--- config.mk ---
export PLATFORM = sky130hd
export DESIGN_NAME = iecdrv_head_pos
export DESIGN_NICKNAME = d
export VERILOG_FILES = /design/src/rtl/iecdrv_head_pos.sv
export SDC_FILE = /design/constraint.sdc
export NUM_CORES = 1
export LEC_CHECK = 0
export CAP_MARGIN = 20
export CORE_ASPECT_RATIO = 0.6
export CORE_UTILIZATION = 40
export DETAILED_ROUTE_END_ITERATION = 10
export DONT_BUFFER_PORTS = 1
export HOLD_SLACK_MARGIN = 0.1
export SYNTH_ARGS = -nofsm -noshare
export SYNTH_HDL_FRONTEND = slang
export SYNTH_SLANG_ARGS = --single-unit
--- constraint.sdc ---
create_clock -name clk -period 6.2 [get_ports clk]
set_input_delay 1.24 -clock clk [delete_from_list [all_inputs] [get_ports clk]]
set_output_delay 1.24 -clock clk [all_outputs]
set_load 0.05 [all_outputs]
--- src/rtl/iecdrv_head_pos.sv ---
// rtl/iecdrv_head_pos.sv - stepper head positioner, settle timer and dirty-track save queue
// Decodes VIA stepper phases into a half-track position and queues track-save requests.
module iecdrv_head_pos #(
   parameter int MAX_HTRACK   = 80,
   parameter int START_HTRACK = 36,
   parameter int SIDES        = 1,
   parameter int SETTLE_CYC   = 16,
   parameter int QDEPTH       = 2
) (
   input  logic       clk,
   input  logic       reset_n,
   input  logic       ce,
   input  logic [1:0] stp,
   input  logic       mtr,
   input  logic       side,
   input  logic       act,
   input  logic       we,
   input  logic       img_mounted,
   output logic [5:0] track,
   output logic [6:0] half_track,
   output logic       head,
   output logic       tr00_n,
   output logic       settled,
   output logic       save_req,
   output logic [5:0] save_track,
   output logic       save_head,
   input  logic       save_ack,
   output logic       q_overflow
);

   localparam int SW = $clog2(SETTLE_CYC + 1);
   localparam logic [6:0] START_HT = 7'(START_HTRACK);
   localparam logic [6:0] MAX_HT   = 7'(MAX_HTRACK);
   localparam logic [2:0] QD       = 3'(QDEPTH);

   logic [6:0]    half_q, half_d;
   logic [5:0]    track_q, track_d;
   logic          tr00_n_q, tr00_n_d;
   logic          head_q, head_d;
   logic [SW-1:0] settle_q, settle_d;
   logic          settled_q, settled_d;
   logic [1:0]    stp_old_q, stp_old_d;
   logic          stp_vld_q, stp_vld_d;
   logic          act_q, act_d;
   logic          dirty_q, dirty_d;
   logic          ovf_q, ovf_d;
   logic [1:0]    rd_q, rd_d;
   logic [2:0]    cnt_q, cnt_d;
   logic [6:0]    mem_q [4];
   logic [6:0]    mem_d [4];
   logic          save_req_q, save_req_d;
   logic [5:0]    save_track_q, save_track_d;
   logic          save_head_q, save_head_d;

   logic [1:0] move;
   logic       step_up, step_dn, head_chg, motion, act_fall, trig;
   logic       pop, dup, push, push_ok;
   logic [6:0] entry;
   logic [2:0] wr_sum;
   logic [1:0] wr_idx, tail_idx;

   // Entries live in a 4-slot array; only the first QDEPTH slots are ever used.
   function automatic logic [1:0] wrap(input logic [2:0] v);
      logic [2:0] t;
      t = (v >= QD) ? v - QD : v;
      return 2'(t);
   endfunction

   always_comb begin
      half_d       = half_q;
      stp_old_d    = stp;
      stp_vld_d    = 1'b1;
      settle_d     = settle_q;
      act_d        = act;
      dirty_d      = dirty_q;
      ovf_d        = ovf_q;
      rd_d         = rd_q;
      cnt_d        = cnt_q;
      mem_d        = mem_q;
      track_d      = half_q[6:1];
      tr00_n_d     = |half_q[6:1];

      move    = stp - stp_old_q;
      step_up = stp_vld_q && mtr && (move == 2'd1) && (half_q != MAX_HT);
      step_dn = stp_vld_q && mtr && (move == 2'd3) && (half_q != 7'd0);
      if (step_up)
         half_d = half_q + 7'd1;
      else if (step_dn)
         half_d = half_q - 7'd1;

      head_d   = (SIDES == 2) ? side : 1'b0;
      head_chg = head_d != head_q;
      motion   = step_up || step_dn || head_chg;

      if (motion)
         settle_d = SW'(SETTLE_CYC);
      else if (ce && settle_q != '0)
         settle_d = settle_q - 1'b1;
      settled_d = settle_d == '0;

      // Saves always capture the pre-move position, so the write lands on the track it hit.
      act_fall = act_q && !act;
      trig     = dirty_q && (motion || act_fall);
      entry    = {half_q[6:1], head_q};
      wr_sum   = {1'b0, rd_q} + cnt_q;
      wr_idx   = wrap(wr_sum);
      tail_idx = wrap(wr_sum - 3'd1);
      pop      = save_ack && (cnt_q != 3'd0);
      dup      = (cnt_q > {2'b00, pop}) && (mem_q[tail_idx] == entry);
      push     = trig && !dup;
      push_ok  = push && ((cnt_q != QD) || pop);

      if (img_mounted) begin
         cnt_d   = 3'd0;
         rd_d    = 2'd0;
         dirty_d = 1'b0;
      end else begin
         if (push && !push_ok)
            ovf_d = 1'b1;
         if (push_ok)
            mem_d[wr_idx] = entry;
         cnt_d = cnt_q + {2'b00, push_ok} - {2'b00, pop};
         if (pop)
            rd_d = wrap({1'b0, rd_q} + 3'd1);
         if (trig)
            dirty_d = 1'b0;
         else if (we)
            dirty_d = 1'b1;
      end

      save_req_d   = cnt_d != 3'd0;
      save_track_d = mem_d[rd_d][6:1];
      save_head_d  = mem_d[rd_d][0];
   end

   always_ff @(posedge clk or negedge reset_n) begin
      if (!reset_n) begin
         half_q       <= START_HT;
         track_q      <= START_HT[6:1];
         tr00_n_q     <= |START_HT[6:1];
         head_q       <= 1'b0;
         settle_q     <= '0;
         settled_q    <= 1'b1;
         stp_old_q    <= 2'd0;
         stp_vld_q    <= 1'b0;
         act_q        <= 1'b0;
         dirty_q      <= 1'b0;
         ovf_q        <= 1'b0;
         rd_q         <= 2'd0;
         cnt_q        <= 3'd0;
         for (int i = 0; i < 4; i++)
            mem_q[i] <= 7'd0;
         save_req_q   <= 1'b0;
         save_track_q <= 6'd0;
         save_head_q  <= 1'b0;
      end else begin
         half_q       <= half_d;
         track_q      <= track_d;
         tr00_n_q     <= tr00_n_d;
         head_q       <= head_d;
         settle_q     <= settle_d;
         settled_q    <= settled_d;
         stp_old_q    <= stp_old_d;
         stp_vld_q    <= stp_vld_d;
         act_q        <= act_d;
         dirty_q      <= dirty_d;
         ovf_q        <= ovf_d;
         rd_q         <= rd_d;
         cnt_q        <= cnt_d;
         mem_q        <= mem_d;
         save_req_q   <= save_req_d;
         save_track_q <= save_track_d;
         save_head_q  <= save_head_d;
      end
   end

   assign half_track = half_q;
   assign track      = track_q;
   assign tr00_n     = tr00_n_q;
   assign head       = head_q;
   assign settled    = settled_q;
   assign save_req   = save_req_q;
   assign save_track = save_track_q;
   assign save_head  = save_head_q;
   assign q_overflow = ovf_q;

endmodule

==> run metrics <==
Slew HR 26.9%; Total Neg Setup Slack 0 ns; largest net degree at the start of global routing ~70; vias per inst 5.81; fin cells 573; area of the core ~10000 um2; FF-to-FF setup slack roughly 1.3 ns; die width around 140 um; Clock Skew between 0.007 and 0.008 ns; minimum clock period after layout 4.93 ns; TritonCTS clock tree built; DRC viols 0; actual slew at the worst max-slew pin approximately 1.1 ns; Synth area leaders dfrtp_1 (35%), ha_1 (4.4%), mux2_2 (3.9%); count of final setup violators 0; # H-tree levels 3; Sink Count 67; final max-slew violation count 0; Root Driver clkbuf_16; synth warn 0; vias in the first global route 3200; synthesis-to-finish area growth 8.20%; clock buffer depth 2; Initial Util between 40% and 50%; cts hold-fix bufs 0; fin util a little under half; Ports 36; Syn Nets 470; Post-CTS Setup Repair Bufs 0; Worst R2R End save_track[3]; Final ANT Viol Nets 0; global-route wire length before repair 18000 um; via count 3329; Overall Global Routing Usage between 20% and 30%; nature of the critical path endpoint register; Post-Syn Instances around 440; met2 WL post-DR 4240 um; r2r startpoint rd_q[0]; maxcap violations 0; row cnt 28; final hold violations 0; NumNets Final 462; RD Place Congestion roughly 0.87; initial antenna violation count 0; #FFs+latches synth 67; ranking of synthesized cells by instance count dfrtp_1 (61), nand2_1 (33), inv_1 (29); CTS-repair resized insts 0; hpwl dp 8020 um; count leader, synth dfrtp_1; Critical Path End save_track[3]; Cell Area, Synth approximately 4300 um2; Netlist cell types 64; DR top layer met4; initial detailed-routing violation count 335; Synth top area share a little over a third; Worst Setup SP rd_q[0]; Worst-path clk slew 0.06 ns; IO buf count 0; drt wl/cell roughly 19 um; CP Class reg2reg; CTS Buf Count 9; die footprint about 11000 um2; hold_sp dirty_q; post-synthesis sequential area ratio approximately two fifths; diodes inserted 0; Tcrit/Tclk final 79.6%; worst min path class reg2reg; startpoint types register; M1 WL between 5000 and 6000 um; Post-synth ARST share between 90% and 100%; syn_area_per_cell about 9.8 um2; CP max FO 10; outcome complete, no violations; Synth Flop Type dfrtp_1; DR WL met3 1010 um; fmax just over 0.2 GHz; total congestion overflow 0; clk_lat worst skew 0.34 ns; worst reg-to-reg path cell count 12; CP Data Required Time ~6.5 ns; DRT Pass-1 Iters 5; RSZ-0062 raised after global routing false; dpl cells 557; die height about 82 um; share of layout cells above drive strength 1 between 10% and 20%; Worst EP arrival between 5 and 6 ns; EDFF count, synth 0; final wirelength ~11000 um; area leader, netlist dfrtp_1
worst max-delay path, stage by stage (launching register included):
cell,delay (ns)
dfrtp_1,0.42
ha_1,0.23
fa_1,0.57
inv_1,0.07
ha_1,0.18
xor3_2,0.32
o21ai_1,0.25
o41ai_1,0.82
o2bb2ai_2,0.30
nor4b_4,0.65
a2bb2oi_1,0.61
and3_1,0.26
a221o_1,0.16
layout by cell type (no fill, tap or decap), types with 4 or more instances in the layout:
| master | netlist | layout |
|---|---|---|
| ha_1 | 15 | 15 |
| mux2_2 | 15 | 15 |
| nor2b_1 | 20 | 20 |
| nand2_1 | 33 | 33 |
| nor2_1 | 26 | 26 |
| inv_1 | 29 | 29 |
| dfrtp_1 | 61 | 61 |
| a22o_1 | 6 | 6 |
| o211a_1 | 4 | 4 |
| clkbuf_16 | 0 | 9 |
| dfstp_2 | 6 | 6 |
| and3_1 | 8 | 8 |
| xor2_1 | 7 | 7 |
| mux2i_1 | 8 | 8 |
| o21ai_0 | 20 | 20 |
| or2_2 | 6 | 6 |
| nor4_1 | 8 | 8 |
| a21o_1 | 6 | 6 |
| o211ai_1 | 17 | 17 |
| nor3_1 | 9 | 9 |
| a21oi_1 | 9 | 9 |
| xnor2_1 | 9 | 9 |
| a211oi_1 | 20 | 20 |
| buf_4 | 3 | 4 |
| nand2b_1 | 6 | 6 |
| a221o_1 | 6 | 6 |
| nand3_1 | 7 | 7 |
| and2_1 | 10 | 10 |
sequential cells by signal, summed over array words and instances, names as in the netlist:
signal / flops
mem_q: 28
half_track: 7
save_track: 6
track: 6
settle_q: 5
cnt_q: 3
rd_q: 2
stp_old_q: 2
act_q: 1
dirty_q: 1
q_overflow: 1
save_head: 1
save_req: 1
settled: 1
stp_vld_q: 1
tr00_n: 1
how the worst min path moves through the flow:
stage,endpoint,slack (ns),cells after the start
6_report,dirty_q,0.51,1
5_1_grt,dirty_q,0.55,1
4_1_cts,dirty_q,0.51,1
3_5_place_dp,dirty_q,0.49,1
3_3_place_gp,dirty_q,0.49,1
2_1_floorplan,dirty_q,0.46,1
layout make-up:
class / instances / area, um2
Clock inverter: 7 / 101
Sequential cell: 67 / 1680
Tap cell: 135 / 169
Timing Repair Buffer: 4 / 30.0
Multi-Input combinational cell: 321 / 2340
Fill cell: 994 / 5500
Clock buffer: 9 / 225
Inverter: 30 / 113
through the flow:
step	setup WS (ns)	hold slack [ns]	cell area, um2
after floorplan	1.53	0.458	4310
after global placement	1.47	0.492	4330
after detailed placement	1.43	0.494	4330
after CTS	1.42	0.507	4660
after global routing	1.11	0.546	4660
final	1.27	0.509	4660
logic make-up after synthesis:
| kind of cell | count (synthesis) | synth area share (%) |
|---|---|---|
| other cells | 2 | 0.174 |
| flops | 67 | 39.1 |
| buf+inv | 53 | 6.63 |
| mux | 23 | 5.78 |
| xor+xnor | 18 | 4.36 |
| fa+ha+maj | 18 | 5.75 |
| simple gates | 144 | 18.0 |
| compound gates | 116 | 20.2 |
metal layers:
metal | up-vias | track usage, %
li1 | 1588 | -
met1 | 1598 | 33.1
met2 | 132 | 30.2
met3 | 11 | 5.74
met4 | 0 | 5.33
met5 | - | 0
Power is left out: the tool's default activity adds up to more than one toggle a clock period on the data nets, which glitch-free logic cannot reach.
